### src/rtl/ub_pkg.sv
// Shared types and default sizing for the unified-buffer access scheduler.
package ub_pkg;
  localparam int DEF_ADDR_W    = 13;
  localparam int DEF_DATA_W    = 8;
  localparam int DEF_BURST_LEN = 4;

  typedef enum logic [1:0] {IDLE, RD_BURST, RD_DRAIN, WR_BURST} state_t;
  typedef enum logic [1:0] {REQ_W, REQ_I, REQ_S} req_class_t;
endpackage

### src/rtl/rr_arbiter3.sv
// 3-way round-robin arbiter; search starts at the pointer, pointer moves past the grantee on take.
module rr_arbiter3 import ub_pkg::*; (
  input  logic       clk,
  input  logic       reset,
  input  logic [2:0] i_req,
  input  logic       i_take,
  output logic       o_gnt_vld,
  output req_class_t o_gnt
);
  logic [1:0] r_ptr;

  always_comb begin
    o_gnt_vld = 1'b0;
    o_gnt     = REQ_W;
    // Walk from farthest to nearest so the closest requester after the pointer wins.
    for (int k = 2; k >= 0; k--) begin
      int idx;
      idx = int'(r_ptr) + k;
      if (idx > 2) idx = idx - 3;
      if (i_req[idx]) begin
        o_gnt_vld = 1'b1;
        o_gnt     = req_class_t'(idx[1:0]);
      end
    end
  end

  always_ff @(posedge clk) begin
    if (reset)
      r_ptr <= 2'd0;
    else if (i_take && o_gnt_vld)
      r_ptr <= (o_gnt == REQ_S) ? 2'd0 : 2'(o_gnt) + 2'd1;
  end
endmodule

### src/rtl/ub_access_scheduler.sv
// Sequences host writes and W/I/S tile bursts onto the single-port unified buffer.
module ub_access_scheduler import ub_pkg::*; #(
  parameter int ADDR_W    = DEF_ADDR_W,
  parameter int DATA_W    = DEF_DATA_W,
  parameter int BURST_LEN = DEF_BURST_LEN
) (
  input  logic              clk,
  input  logic              reset,
  input  logic [ADDR_W-1:0] base_address,
  input  logic              load_weight,
  input  logic              load_input,
  input  logic              store,
  input  logic              host_wr_en,
  input  logic [ADDR_W-1:0] host_wr_addr,
  input  logic [DATA_W-1:0] host_wr_data,
  output logic              host_ready,
  output logic              mem_en,
  output logic              mem_we,
  output logic [ADDR_W-1:0] mem_addr,
  output logic [DATA_W-1:0] mem_wdata,
  input  logic [DATA_W-1:0] mem_rdata,
  output logic [DATA_W-1:0] weight_data,
  output logic              weight_valid,
  output logic [DATA_W-1:0] input_data,
  output logic              input_valid,
  input  logic [DATA_W-1:0] result_data,
  output logic              result_pop,
  output logic              busy,
  output logic              op_done,
  output logic              cmd_drop
);
  localparam int CNT_W = (BURST_LEN > 1) ? $clog2(BURST_LEN) : 1;

  state_t            r_state, w_state_n;
  req_class_t        r_cls, r_rd_cls, w_gnt;
  logic [2:0]        w_cmd, r_cmd_d, w_edge, r_pend;
  logic [ADDR_W-1:0] r_paddr [3];
  logic [ADDR_W-1:0] r_addr, w_beat_addr;
  logic [CNT_W-1:0]  r_cnt;
  logic              r_drop, r_rd_vld, r_wr_done;
  logic              w_gnt_vld, w_take, w_host, w_last, w_rd, w_wr;

  assign w_cmd       = {store, load_input, load_weight};
  assign w_edge      = w_cmd & ~r_cmd_d;
  assign w_host      = (r_state == IDLE) && host_wr_en;
  assign w_take      = (r_state == IDLE) && !host_wr_en && w_gnt_vld;
  assign w_last      = (r_cnt == CNT_W'(BURST_LEN - 1));
  assign w_rd        = (r_state == RD_BURST);
  assign w_wr        = (r_state == WR_BURST);
  assign w_beat_addr = r_addr + ADDR_W'(r_cnt);

  rr_arbiter3 u_arb (
    .clk       (clk),
    .reset     (reset),
    .i_req     (r_pend),
    .i_take    (w_take),
    .o_gnt_vld (w_gnt_vld),
    .o_gnt     (w_gnt)
  );

  always_comb begin
    w_state_n = r_state;
    case (r_state)
      IDLE:     if (w_take) w_state_n = (w_gnt == REQ_S) ? WR_BURST : RD_BURST;
      RD_BURST: if (w_last) w_state_n = RD_DRAIN;
      RD_DRAIN: w_state_n = IDLE;
      WR_BURST: if (w_last) w_state_n = IDLE;
      default:  w_state_n = IDLE;
    endcase
  end

  assign host_ready   = w_host;
  assign mem_en       = w_host | w_rd | w_wr;
  assign mem_we       = w_host | w_wr;
  assign mem_addr     = w_host ? host_wr_addr : ((w_rd | w_wr) ? w_beat_addr : '0);
  assign mem_wdata    = w_host ? host_wr_data : (w_wr ? result_data : '0);
  assign result_pop   = w_wr;
  // Read data returns one cycle after its address, so valid is the delayed read phase.
  assign weight_valid = r_rd_vld && (r_rd_cls == REQ_W);
  assign input_valid  = r_rd_vld && (r_rd_cls == REQ_I);
  assign weight_data  = weight_valid ? mem_rdata : '0;
  assign input_data   = input_valid ? mem_rdata : '0;
  assign op_done      = (r_state == RD_DRAIN) | r_wr_done;
  assign busy         = (r_state != IDLE) | (|r_pend);
  assign cmd_drop     = r_drop;

  always_ff @(posedge clk) begin
    if (reset) begin
      r_state   <= IDLE;
      r_cmd_d   <= '0;
      r_pend    <= '0;
      for (int k = 0; k < 3; k++) r_paddr[k] <= '0;
      r_addr    <= '0;
      r_cnt     <= '0;
      r_cls     <= REQ_W;
      r_rd_cls  <= REQ_W;
      r_drop    <= 1'b0;
      r_rd_vld  <= 1'b0;
      r_wr_done <= 1'b0;
    end else begin
      r_state   <= w_state_n;
      r_cmd_d   <= w_cmd;
      r_rd_vld  <= w_rd;
      r_rd_cls  <= r_cls;
      r_wr_done <= w_wr && w_last;
      // Grant clears first; an edge on a slot that was already full is dropped.
      for (int k = 0; k < 3; k++) begin
        if (w_take && (w_gnt == req_class_t'(k))) r_pend[k] <= 1'b0;
        if (w_edge[k]) begin
          if (r_pend[k]) begin
            r_drop <= 1'b1;
          end else begin
            r_pend[k]  <= 1'b1;
            r_paddr[k] <= base_address;
          end
        end
      end
      if (w_take) begin
        r_addr <= r_paddr[w_gnt];
        r_cnt  <= '0;
        r_cls  <= w_gnt;
      end else if (w_rd || w_wr) begin
        r_cnt  <= w_last ? '0 : r_cnt + CNT_W'(1);
      end
    end
  end
endmodule

### config.mk
export PLATFORM = sky130hd
export DESIGN_NAME = ub_access_scheduler
export DESIGN_NICKNAME = d
export VERILOG_FILES = /design/src/rtl/ub_pkg.sv /design/src/rtl/rr_arbiter3.sv /design/src/rtl/ub_access_scheduler.sv
export SDC_FILE = /design/constraint.sdc
export NUM_CORES = 1
export LEC_CHECK = 0
export CORE_ASPECT_RATIO = 2
export CORE_MARGIN = 1.5
export CORE_UTILIZATION = 57
export DETAILED_ROUTE_END_ITERATION = 16
export DONT_BUFFER_PORTS = 1
export PLACE_DENSITY = 0.84
export REMOVE_ABC_BUFFERS = 1
export SLEW_MARGIN = 40
export SYNTH_ARGS = -nofsm -noshare
export SYNTH_HDL_FRONTEND = slang
export SYNTH_SLANG_ARGS = --single-unit
export TNS_END_PERCENT = 1
### constraint.sdc
create_clock -name clk -period 2.2 [get_ports clk]
set_input_delay 0.33 -clock clk [delete_from_list [all_inputs] [get_ports clk]]
set_output_delay 0.33 -clock clk [all_outputs]
set_load 0.05 [all_outputs]
# == Word-level counts from Yosys, hierarchy flattened ==
# Memory sizes are Yosys's and may differ from the RTL's. A register that Yosys moved wholly into a read port is not among the register bits.
# Cells that the tools add are included.
# word_totals
regBits,19
ram_bits,39
inputBits,56
wordCells,128
memories,1
# classes
add_sub_neg,8
magnitude_cmp,6
n_eq_ne,10
muxes,63
bitwise_logic,11
reduce_logical,19
# memory_table
name,words,width,rd,rd_clocked_by_memory_dff,write_ports,line_no,rtl
r_paddr,3,13,1,1,3,ub_access_scheduler.sv:37,logic [ADDR_W-1:0] r_paddr [3];
# op_table
cell,n
32-bit by 4-bit less-than comparator with 1-bit output (second input constant),3
32-bit two-way mux,3
13-bit two-way mux,5
32-bit by 3-bit > comparator with 1-bit output (second input constant),2
32-bit by 3-bit subtractor with 32-bit output (second input constant),2
1-bit two-way mux,38
8-bit two-way mux,4
2-bit two-way mux,9
13-bit by 2-bit adder with 13-bit output,1
1-bit logical AND,10
1-bit bitwise OR,9
2-bit == test (second input constant),4
2-bit one-hot mux with 4 select lines,1
1-bit binary-select mux with 2-bit select,3
2-bit by 1-bit == test with 1-bit output (second input constant),3
2-bit zero test,3
2-bit by 1-bit adder with 2-bit output (second input constant),2
2-bit inequality test (second input constant),2
2-bit by 1-bit adder with 3-bit output (second input constant),1
2-bit by 2-bit adder with 3-bit output (second input constant),1
3-bit bitwise AND,1
3-bit inverter,1
3-bit AND reduction,1
3-bit OR reduction,1
7 further kinds,7

# == Depth between registers and ports, before layout ==
# Gate-level depths: netlist of the first run.
# logic_depth
word_depth,14
mapped_depth,10

# == Hierarchy ==
# Synthesis of the first run repeated with hierarchy kept, for this count alone.
# unflattened
hier_cells,370
area_unflattened_um2,3689.8
# by_module_without_submodules
module,instances,cells_per_inst,area_per_inst_um2
ub_access_scheduler,1,322,3315.7
rr_arbiter3,1,48,374.1

# == Worst setup path after synthesis of the first run ==
# OpenSTA, ideal clock, no wires.
# synth_path
path_type,flip-flop to output port
startpoint,register r_cnt[0]
endpoint,output mem_addr[10]
arrival_ns,2.385
required_ns,1.870
setup_slack_ns,-0.515
stages_incl_launch_ff,8
path_buffers,0
path_cell_list,dfxtp_1 -> ha_1 -> fa_1 -> nand4_1 -> nor2_1 -> nand3_1 -> xor2_1 -> o21ai_0
# synth_between
elab_chain_len,3
# synth_lines
element,line_no,rtl
from (decl),ub_access_scheduler.sv:39,logic [CNT_W-1:0] r_cnt;
from (signal assigned),ub_access_scheduler.sv:123,r_cnt <= w_last ? '0 : r_cnt + CNT_W'(1);
13-bit by 2-bit adder with 13-bit output,ub_access_scheduler.sv:50,assign w_beat_addr = r_addr + ADDR_W'(r_cnt);
13-bit two-way mux (2 in series),ub_access_scheduler.sv:75,assign mem_addr = w_host ? host_wr_addr : ((w_rd | w_wr) ? w_beat_addr : '0);
to (decl),ub_access_scheduler.sv:19,"output logic [ADDR_W-1:0] mem_addr,"
# Every way passes these cells.

# == Final worst setup path of the first run ==
# layout_path
startpoint,register r_cnt[1]
endpoint,output mem_addr[11]
# Same word-level chain as after synthesis.

==> metrics.md, run 1 <==
| Metric | Value |
|---|---|
| FF-to-FF Start | u_arb.r_ptr[0]$_SDFFE_PP0P_ |
| Cts hold-fix bufs | 0 |
| Slew Limit Fails | 0 |
| Cell Area, Synth | 0.00357 sq mm |
| Top cell type's share of synthesized area | 32.8% |
| Placed cells | 437 |
| Clk network pwr share | 21.9% |
| First-pass GRT wire length | 13.1 mm |
| Most Used Layer, Global Route | met2 |
| Minimum clock period | 2.34 ns |
| Hold violation total from the final report | 0 |
| Total Wirelength | 8.32 mm |
| Switching Share | 42.0% |
| Vias in the first global route | 2818 |
| Primary FF master, synth | edfxtp_1 |
| Period Utilization, post-route | 106% |
| LEAKAGE | 0.00172 uW |
| DR pass1 iterations | 6 |
| CTS sink count | 71 |
| Die width | 59.0 microns |
| Initial antenna violation count | 0 |
| Clk buf depth | 2 |
| GRT Util Overall | 26.2% |
| Met2 Use GR | 48.7% |
| Slew HR | 55.7% |
| ANT cells | 0 |
| Nets | 449 |
| Failing checks | setup timing |
| Clk root buf | clkbuf_16 |
| Placer congestion estimate | 0.906 |
| Post-synthesis cell type count | 58 |
| H-tree Lvls | 3 |
| Crit end category | primary output |
| Seq/Total Area, Yosys | 50.7% |
| CTS buffer count | 9 |
| Site Rows | 40 |
| HP Start | reset |
| Reg2Reg Setup Slack | 0.04 ns |
| Int Pwr | 3900 uW |
| Post-DRT Antenna Nets | 0 |
| Slack of the critical path | -0.139 ns |
| Detail Placement HPWL | 6.07 mm |
| Worst-margin pin slew | 0.665 ns |
| Outcome | finished with violations |
| Fill cells | 402 |
| Clk_skew | 0.00686 ns |
| Worst Hold Class | in2reg |
| PwrDens | 1480 mW/mm^2 |
| Postcts setup bufs | 0 |
| Core Region | 0.00601 sq mm |
| Register bit total from synthesis | 71 |
| Synth area leader | edfxtp_1 |
| Largest cells by area after synthesis | edfxtp_1, dfxtp_1, and2_1, o21ai_0, nand2_1 |
| Finished Layout Cells | 453 |
| Largest net degree at the start of global routing | 25 |
| Die Ht | 115 microns |
| Die area | 0.00678 sq mm |
| TritonCTS clock tree | built |
| Grt ovf | 0 |
| Sequential power share | 28.9% |
| Layout cells sized above 1 | 27.4% |
| Global Route met3 Usage | 6.86% |
| Post-synth EDFFs | 39 |
| Comb pwr share | 49.2% |
| 1st-iter DRT viols | 131 |
| Via count | 2765 |
| Final hold slack | 0.0576 ns |
| Syn-to-layout area delta | 26.8% |
| Reg area | 0.00182 sq mm |
| Setup violators final | 8 |
| Required @ worst endpoint | 1.87 ns |
| WS Path Type | reg2out |
| Ys Warns | 0 |
| Crit path from | r_cnt[1]$_SDFFE_PP0P_ |
| Vias/cell | 6.10 |
| Sw Pwr | 2820 uW |
| Clk slew on worst S/H paths | 0.06 ns |
| Area of the multi-input gates | 0.00173 sq mm |
| Ports | 102 |
| Pre-CTS WS | -0.136 ns |
| Initial core utilization | 59.5% |
| Synth async-reset ratio | 0% |
| TNS Setup | -0.636 ns |
| Maximum clock frequency | 427 MHz |
| Maximum vdd ir drop | 0.834 mV |
| RSZ-0062 raised after global routing | yes |
| Cells after Synth | 351 |
| Crit path DAT | 2.01 ns |
| Max-cap viol count | 0 |
| I/O Buffers | 0 |
| CP startpoint kind | flip-flop |
| Syn_area_per_cell | 10.2 sq um |
| Drt drc | 0 |
| Clock Latency Late Sink | 0.34 ns |
| Worst Path Max Fanout | 4 |
| Met1 Usage GRT | 25.1% |
| Post-DR wirelength/cell | 18.4 microns |
-- per-stage QoR --
| stage | utilization, % | cell area [sq um] | total power, uW |
|---|---|---|---|
| 3_3_place_gp | 68.4 | 4110 | 4930 |
| 2_1_floorplan | - | 3470 | 3930 |
| 6_report | 75.4 | 4530 | 6720 |
| 5_1_grt | 75.4 | 4530 | 7040 |
| 3_5_place_dp | 68.4 | 4110 | 5040 |
| 4_1_cts | 74.7 | 4490 | 6630 |
-- area by class of cell --
type | instances | area share (%)
Clock buffer | 9 | 4.98
Multi-Input combinational cell | 252 | 38.1
Clock inverter | 7 | 1.82
Timing Repair Buffer | 42 | 12.3
Sequential cell | 71 | 40.2
Inverter | 9 | 0.774
Tap cell | 63 | 1.74
-- synthesized netlist by cell type, drive strengths merged (2+ instances only) --
master and instances:
edfxtp 39, o21ai 39, nand2 38, dfxtp 32
and2 30, a21oi 23, nor2 15, a31o 13
a22o 10, buf 10, nand2b 10, clkbuf 9
inv 8, nor2b 8, ha 7, nor3 7
nand3 6, xnor2 6, xor2 5, nand4 4
a21o 3, a31oi 2, mux2i 2, o21a 2
o22ai 2, or2 2
-- kinds of logic after synthesis --
group / count (synthesis) / share of synthesized area (%)
buffers and inverters: 28 / 3.78
AND/OR/NAND/NOR: 125 / 18.4
flip-flops: 71 / 50.7
multiplexers: 2 / 0.666
XOR/XNOR: 11 / 2.70
AO/OA/AOI/OAI: 106 / 20.7
adder cells (fa/ha/maj): 8 / 3.01
-- layer usage --
layer  share of wire, %  vias to the layer above
met5                  0                        -
met4                2.4                        0
met3                5.5                       17
met2                 57                      122
met1                 35                     1297
li1                   -                     1329
-- state kept, by name, summed over array words and instances (netlist names) --
| signal | cells |
|---|---|
| cmd_drop | 1 |
| r_addr | 13 |
| r_cls | 2 |
| r_cmd_d | 3 |
| r_cnt | 2 |
| r_paddr | 39 |
| r_pend | 3 |
| r_rd_cls | 2 |
| r_rd_vld | 1 |
| r_state | 2 |
| r_wr_done | 1 |
| u_arb.r_ptr | 2 |
-- final timing paths --
kind / cells after the start / to
setup / recovery: 8 / mem_addr[11]
hold / removal: 1 / r_pend[0]$_SDFF_PP0_
setup reg to reg: 8 / u_arb.r_ptr[0]$_SDFFE_PP0P_
hold reg to reg: 2 / r_rd_cls[0]$_SDFF_PP0_
-- critical path, cell delays in order (launching register included) --
cell	delay, ns
dfxtp_2	0.35
ha_1	0.28
a21o_1	0.13
nand4_1	0.16
nor2_2	0.15
nand4_1	0.13
xor2_1	0.17
o21ai_2	0.16
buf_12	0.15
-- power by group through the flow --
stage          registers (uW)  logic [uW]  clock network (uW)
2_1_floorplan            1860        2070                   0
3_3_place_gp             1910        3020                   0
3_5_place_dp             1930        3110                   0
4_1_cts                  1920        3220                1490
5_1_grt                  1980        3520                1540
6_report                 1940        3310                1470
-- layout by cell type, fill, tap and decap left out, types with 8 or more instances in the layout --
cell type and count:
o21ai_2 8, edfxtp_1 39, o21ai_0 18, buf_4 22
nand2b_1 9, a31o_1 10, nand2_1 37, nor2_1 12
clkbuf_16 9, nor2b_1 8, buf_12 19, a21oi_2 8
o21ai_1 13, a21oi_1 15, dfxtp_1 26, a22o_1 10
and2_1 30
-- repair_timing --
action | CTS | global route
resized for setup | 23 | 9
cloned | 0 | 0
pin swaps | 3 | 1
setup endpoints to repair | 42 | 31
hold endpoints to repair | 0 | 0
No activity file was read; power rests on OpenSTA's default activity.
==> inputs of run 2 (changes only) <==
SETUP_SLACK_MARGIN = 0.5   (was not set)
==> run 2 against run 1 <==
The flow still finishes with violations (setup timing). Clock-buffer cell count stayed put. Final area is 8.7% higher. Via count is 6.8% higher. Clock skew hardly changed. Register-to-register slack worse by 0.07 ns. Final cell count is 0.66% higher. Maximum frequency is 4.5% lower. Critical path depth stayed put. Setup slack worse by 0.11 ns. Global-route usage is 1.0 points higher. Routed wire length is 18% higher.
==> metrics.md, run 2 (synthesized netlist as in run 1, its figures left out) <==
| Metric | Value |
|---|---|
| TritonCTS clock tree | built (unchanged) |
| GRT Util Overall | 27.2% (was 26.2%) |
| Crit end category | primary output (unchanged) |
| TNS Setup | -1.18 ns (was -0.636 ns) |
| Worst-margin pin slew | 0.665 ns (about the same) |
| Fin util | 82.0% (was 75.4%) |
| I/O Buffers | 0 (unchanged) |
| CTS buffer count | 9 (unchanged) |
| Failing checks | setup timing (unchanged) |
| Outcome | finished with violations (unchanged) |
| Met1 Usage GRT | 26.8% (was 25.1%) |
| Layout cells sized above 1 | 41.5% (was 27.4%) |
| Worst Hold Class | in2reg (unchanged) |
| Top Registers | r_paddr: 39 flops, r_addr: 13 flops (unchanged) |
| First-pass GRT wire length | 13.6 mm (was 13.1 mm) |
| Largest net degree at the start of global routing | 25 (unchanged) |
| CP max-delay cell | dfxtp_4 (was dfxtp_2) |
| DR pass1 iterations | 5 (was 6) |
| Ports | 102 (unchanged) |
| Max reg flops | 39 (unchanged) |
| Maximum vdd ir drop | 0.894 mV (was 0.834 mV) |
| Slack of the critical path | -0.249 ns (was -0.139 ns) |
| Slew HR | 55.6% (was 55.7%) |
| WS Path Type | reg2out (unchanged) |
| Initial core utilization | 59.5% (unchanged) |
| Die Ht | 115 microns (unchanged) |
| Post-DR wirelength/cell | 21.6 microns (was 18.4 microns) |
| Die area | 0.00678 sq mm (unchanged) |
| Nets | 452 (was 449) |
| Clk buf depth | 2 (unchanged) |
| Biggest register | r_paddr (unchanged) |
| Reg2Reg Setup Slack | -0.03 ns (was 0.04 ns) |
| HP Start | reset (unchanged) |
| Hold Path Sink | r_rd_cls[0]$_SDFF_PP0_ (was r_pend[0]$_SDFF_PP0_) |
| RSZ-0062 raised after global routing | yes (unchanged) |
| Placer congestion estimate | 0.906 (unchanged) |
| PwrDens | 1500 mW/mm^2 (was 1480 mW/mm^2) |
| Required @ worst endpoint | 1.87 ns (about the same) |
| Clock Latency Late Sink | 0.34 ns (about the same) |
| Global Route met3 Usage | 6.97% (was 6.86%) |
| Period Utilization, post-route | 111% (was 106%) |
| Hold path depth | 1 (unchanged) |
| Via count | 2953 (was 2765) |
| Met2 Use GR | 49.9% (was 48.7%) |
| LEAKAGE | 0.00184 uW (was 0.00172 uW) |
| Detail Placement HPWL | 6.07 mm (unchanged) |
| Die width | 59.0 microns (unchanged) |
| FF-to-FF Start | u_arb.r_ptr[1]$_SDFFE_PP0P_ (was u_arb.r_ptr[0]$_SDFFE_PP0P_) |
| Site Rows | 40 (unchanged) |
| Minimum clock period | 2.45 ns (was 2.34 ns) |
| Slew Limit Fails | 0 (unchanged) |
| Final hold slack | 0.0456 ns (was 0.0576 ns) |
| H-tree Lvls | 3 (unchanged) |
| Vias/cell | 6.48 (was 6.10) |
| Post-DRT Antenna Nets | 0 (unchanged) |
| Syn-to-layout area delta | 37.8% (was 26.8%) |
| Most Used Layer, Global Route | met2 (unchanged) |
| Clk root buf | clkbuf_16 (unchanged) |
| Core Region | 0.00601 sq mm (unchanged) |
| Total Wirelength | 9.84 mm (was 8.32 mm) |
| Clk slew on worst S/H paths | 0.06 ns (about the same) |
| Reg2Reg Depth | 8 (unchanged) |
| Vias in the first global route | 2856 (was 2818) |
| Maximum clock frequency | 408 MHz (was 427 MHz) |
| Worst Path Max Fanout | 4 (unchanged) |
| CTS sink count | 71 (unchanged) |
| Slowest stage delay, CP | 0.37 ns (was 0.35 ns) |
| 1st-iter DRT viols | 187 (was 131) |
| CP startpoint kind | flip-flop (unchanged) |
| Drt drc | 0 (unchanged) |
| Hold violation total from the final report | 0 (unchanged) |
| Clk_skew | 0.00640 ns (was 0.00686 ns) |
| Worst-path cell chain | ha_4, a21o_1, nand4_1, nor2_2, nand4_1, xor2_1, o21ai_2, buf_12 (was ha_1, a21o_1, nand4_1, nor2_2, nand4_1, xor2_1, o21ai_2, buf_12) |
| Initial antenna violation count | 0 (unchanged) |
| Grt ovf | 0 (unchanged) |
| ANT cells | 0 (unchanged) |
| Max-cap viol count | 0 (unchanged) |
| Setup violators final | 10 (was 8) |
| Crit path DAT | 2.12 ns (was 2.01 ns) |
| Worst reg2reg path endpoint | r_addr[7]$_SDFFE_PP0P_ (was u_arb.r_ptr[0]$_SDFFE_PP0P_) |
| Commonest non-fill, non-tap cell in the layout | edfxtp_1 (unchanged) |
| Most common cell on crit path | nand4_1 (unchanged) |
| Commonest non-fill, non-tap cells in the layout | edfxtp_1, nand2_1, buf_12 (was edfxtp_1, nand2_1, and2_1) |
run 2: cell count changes in the layout (fill, tap and decap cells not counted), moves of 6 or more:
cell and delta:
and2_1 -16, buf_4 -8, dfxtp_1 -6, a22o_4 +7, and2_4 +16, buf_6 +8, a22o_1 -7
run 2: worst max path at each step:
stage | startpoint | end | slack (ns) | cells past startpoint
global placement | u_arb.r_ptr[0]$_SDFFE_PP0P_ | r_addr[7]$_SDFFE_PP0P_ | 0.02 | 8
finish | r_cnt[1]$_SDFFE_PP0P_ | mem_addr[11] | -0.25 | 8
detailed placement | u_arb.r_ptr[0]$_SDFFE_PP0P_ | r_addr[9]$_SDFFE_PP0P_ | -0.14 | 8
CTS | r_cnt[0]$_SDFFE_PP0P_ | mem_addr[10] | -0.17 | 8
global route | r_cnt[1]$_SDFFE_PP0P_ | mem_addr[11] | -0.36 | 8
floorplan | r_cnt[0]$_SDFFE_PP0P_ | mem_addr[10] | -0.52 | 7
run 2: report_power, final:
part | internal (uW) | leakage, uW | switching (uW)
combinational | 1640 | 0.00101 | 2280
sequential | 1700 | 0.000683 | 302
clock | 890 | 0.000150 | 584
run 2: worst max-delay path, delay by kind of cell, from the launching register on:
kind / cells / cell delay, ns
and+or+nand+nor: 3 / 0.49
DFF: 1 / 0.37
AOI/OAI and AO/OA: 2 / 0.33
adders and majority gates: 1 / 0.26
xor gates and xnor gates: 1 / 0.19
buffers and inverters: 1 / 0.16
run 2: timing repair:
action / in CTS / in global routing
setup buffers: 0 / 3
hold buffers: 0 / 0
pin swaps: 16 / 64
resized for setup: 84 / 54
cloned: 0 / 0
hold endpoints to repair: 0 / 0
endpoints found under the setup margin: 66 / 61
run 2: per-stage QoR:
| stage | instances | total power (uW) | setup slack [ns] | cell area [sq um] |
|---|---|---|---|---|
| after floorplan | 332 | 3930 | -0.515 | 3470 |
| after global placement | 437 | 4930 | 0.0237 | 4110 |
| after detailed placement | 437 | 5040 | -0.136 | 4110 |
| after CTS | 453 | 6890 | -0.175 | 4660 |
| after global routing | 456 | 7660 | -0.359 | 4920 |
| final | 456 | 7390 | -0.249 | 4920 |
run 2: per-layer routing:
metal	up-vias	routed length, microns
li1	1341	-
met5	-	0
met4	0	458
met3	46	651
met1	1392	3270
met2	174	5470
run 2: area by class of cell:
type	count	area, sq um
fillers	298	1080
well taps	63	78.8
inverters	9	43.8
clock inverters	7	82.6
clock buffers	9	225
repair buffers	45	642
flip-flops and latches	71	1840
multi-input cells	252	2010
==> inputs of run 3 (changes only) <==
CORE_MARGIN = 5   (was 1.5)
==> run 3 against run 2 <==
The run still ends with setup timing left. Non-clock buffer count down 4. Power fell by 4.7%. Global-route usage decreased by 3.7 points. Maximum frequency increased by 0.31%. Clock-buffer cell count increased by 2. Hold slack gained 0.013 ns.
==> metrics.md, run 3 (synthesized netlist as in run 1, its figures left out) <==
| Metric | Value |
|---|---|
| CP max-delay cell | dfxtp_4 (unchanged) |
| Syn-to-layout area delta | 32.6% (was 37.8%) |
| Slew Limit Fails | 0 (unchanged) |
| Final hold slack | 0.0582 ns (was 0.0456 ns) |
| GRT Util Overall | 23.5% (was 27.2%) |
| Detail Placement HPWL | 6.31 mm (was 6.07 mm) |
| Fill cells | 340 (was 298) |
| Slew HR | 54.7% (was 55.6%) |
| Post-DRT Antenna Nets | 0 (unchanged) |
| Core Region | 0.00606 sq mm (was 0.00601 sq mm) |
| Via count | 2923 (was 2953) |
| Max-cap viol count | 0 (unchanged) |
| Initial core utilization | 59.0% (was 59.5%) |
| Commonest non-fill, non-tap cells in the layout | edfxtp_1, nand2_1, dfxtp_1, buf_12, o21ai_0 (was edfxtp_1, nand2_1, buf_12) |
| CTS sink count | 71 (unchanged) |
| Total Wirelength | 9.39 mm (was 9.84 mm) |
| Cts hold-fix bufs | 0 (unchanged) |
| WS Path Type | reg2out (unchanged) |
| Biggest register | r_paddr (unchanged) |
| First-pass GRT wire length | 14.2 mm (was 13.6 mm) |
| Hold violation total from the final report | 0 (unchanged) |
| Worst-path cell chain | ha_4, a21o_1, nand4_1, nor2_2, nand4_1, xor2_1, o21ai_2, buf_12 (unchanged) |
| CTS buffer count | 9 (unchanged) |
| Crit end category | primary output (unchanged) |
| Clk slew on worst S/H paths | 0.06 ns (about the same) |
| Post-DR wirelength/cell | 19.9 microns (was 21.6 microns) |
| Buf/Inv on CP | 1 (unchanged) |
| Clk root buf | clkbuf_16 (unchanged) |
| Vias in the first global route | 2936 (was 2856) |
| Clock Latency Late Sink | 0.33 ns (was 0.34 ns) |
| H-tree Lvls | 3 (unchanged) |
| Layout cells sized above 1 | 33.5% (was 41.5%) |
| Nets | 448 (was 452) |
| Minimum clock period | 2.44 ns (was 2.45 ns) |
| Slack of the critical path | -0.242 ns (was -0.249 ns) |
| Worst-margin pin slew | 0.679 ns (was 0.665 ns) |
| Outcome | finished with violations (unchanged) |
| Worst Path Max Fanout | 3 (was 4) |
| PwrDens | 1490 mW/mm^2 (was 1500 mW/mm^2) |
| Clk_skew | 0.00565 ns (was 0.00640 ns) |
| Crit path DAT | 2.11 ns (was 2.12 ns) |
| DR pass1 iterations | 4 (was 5) |
| Setup violators final | 13 (was 10) |
| Site Rows | 40 (unchanged) |
| Vias/cell | 6.19 (was 6.48) |
| Critical path's top delay family | simple AND/OR/NAND/NOR gates (unchanged) |
| Clk buf depth | 2 (unchanged) |
| Top Registers | r_paddr: 39 flops, r_addr: 13 flops (unchanged) |
| Required @ worst endpoint | 1.87 ns (about the same) |
| Die width | 66.0 microns (was 59.0 microns) |
| Largest net degree at the start of global routing | 25 (unchanged) |
| Drt drc | 0 (unchanged) |
| Period Utilization, post-route | 111% (about the same) |
| Die area | 0.00804 sq mm (was 0.00678 sq mm) |
| Initial antenna violation count | 0 (unchanged) |
| Failing checks | setup timing (unchanged) |
| Die Ht | 122 microns (was 115 microns) |
| Maximum clock frequency | 410 MHz (was 408 MHz) |
| Most common cell on crit path | nand4_1 (unchanged) |
| I/O Buffers | 0 (unchanged) |
| TritonCTS clock tree | built (unchanged) |
| Pre-CTS WS | 0.00253 ns (was -0.136 ns) |
| Grt ovf | 0 (unchanged) |
| Max reg flops | 39 (unchanged) |
| RSZ-0062 raised after global routing | yes (unchanged) |
| ANT cells | 0 (unchanged) |
| Commonest non-fill, non-tap cell in the layout | edfxtp_1 (unchanged) |
| Placer congestion estimate | 0.856 (was 0.906) |
| 1st-iter DRT viols | 171 (was 187) |
| CP startpoint kind | flip-flop (unchanged) |
| LEAKAGE | 0.00177 uW (was 0.00184 uW) |
| Slowest stage delay, CP | 0.37 ns (about the same) |
| Ports | 102 (unchanged) |
| Worst Hold Class | in2reg (unchanged) |
| Maximum vdd ir drop | 1.04 mV (was 0.894 mV) |
run 3: changes by cell type in the layout (fill, tap and decap cells not counted), moves of 3 or more:
cell      delta
a22o_1       +7
a21oi_1      +5
buf_6        -8
o21ai_1      -5
a21oi_2      -5
dfxtp_1      +4
buf_12       +3
a22o_4       -7
o21ai_0      +3
o21ai_2      +3
clkinv_4     -4
run 3: power breakdown:
group	total [uW]	internal, uW	switching, uW
combinational	3480	1400	2080
clock	1590	1100	497
sequential	1970	1690	277
total	7040	4190	2850
run 3: timing repair:
item	4_1_cts	5_1_grt
setup endpoints to repair	66	100
setup buffers	0	1
hold endpoints to repair	0	0
pin swaps	12	19
gates cloned	0	0
resized for setup	60	23
run 3: layout make-up:
class | instances | area (sq um) | area share, %
timing repair buffer | 41 | 627 | 13.2
clock inverter | 4 | 95.1 | 2.01
multi-input combinational | 252 | 1810 | 38.1
tap | 84 | 105 | 2.22
sequential | 71 | 1830 | 38.7
inverter | 9 | 38.8 | 0.819
clock buffer | 11 | 233 | 4.91
run 3: path summary, 6_finish.rpt:
| kind | endpoint | start | slack, ns | depth (start not counted) |
|---|---|---|---|---|
| max | mem_addr[11] | r_addr[1]$_SDFFE_PP0P_ | -0.24 | 8 |
| min | r_rd_cls[0]$_SDFF_PP0_ | reset | 0.06 | 1 |
| max reg2reg | r_addr[11]$_SDFFE_PP0P_ | u_arb.r_ptr[1]$_SDFFE_PP0P_ | -0.04 | 8 |
| min reg2reg | r_rd_cls[0]$_SDFF_PP0_ | r_cls[0]$_SDFFE_PP0P_ | 0.43 | 2 |
run 3: routing by layer:
layer / GRT usage [%] / share of wire [%] / vias up
met4: 12.3 / 4.0 / 0
met3: 6.37 / 8.5 / 38
li1: - / - / 1324
met2: 45.0 / 56 / 184
met1: 21.5 / 31 / 1377
met5: 0 / 0 / -
run 3: stage by stage:
step	std cells	total power (uW)	cell area, sq um	TNS (ns)	utilization (%)
finish	472	7040	4740	-1.14	78.2
global route	472	7330	4740	-3.40	78.2
CTS	471	6920	4640	-1.21	76.6
detailed placement	456	5090	4170	0	68.9
global placement	456	5000	4170	0	68.8
floorplan	332	3930	3470	-11.85	-
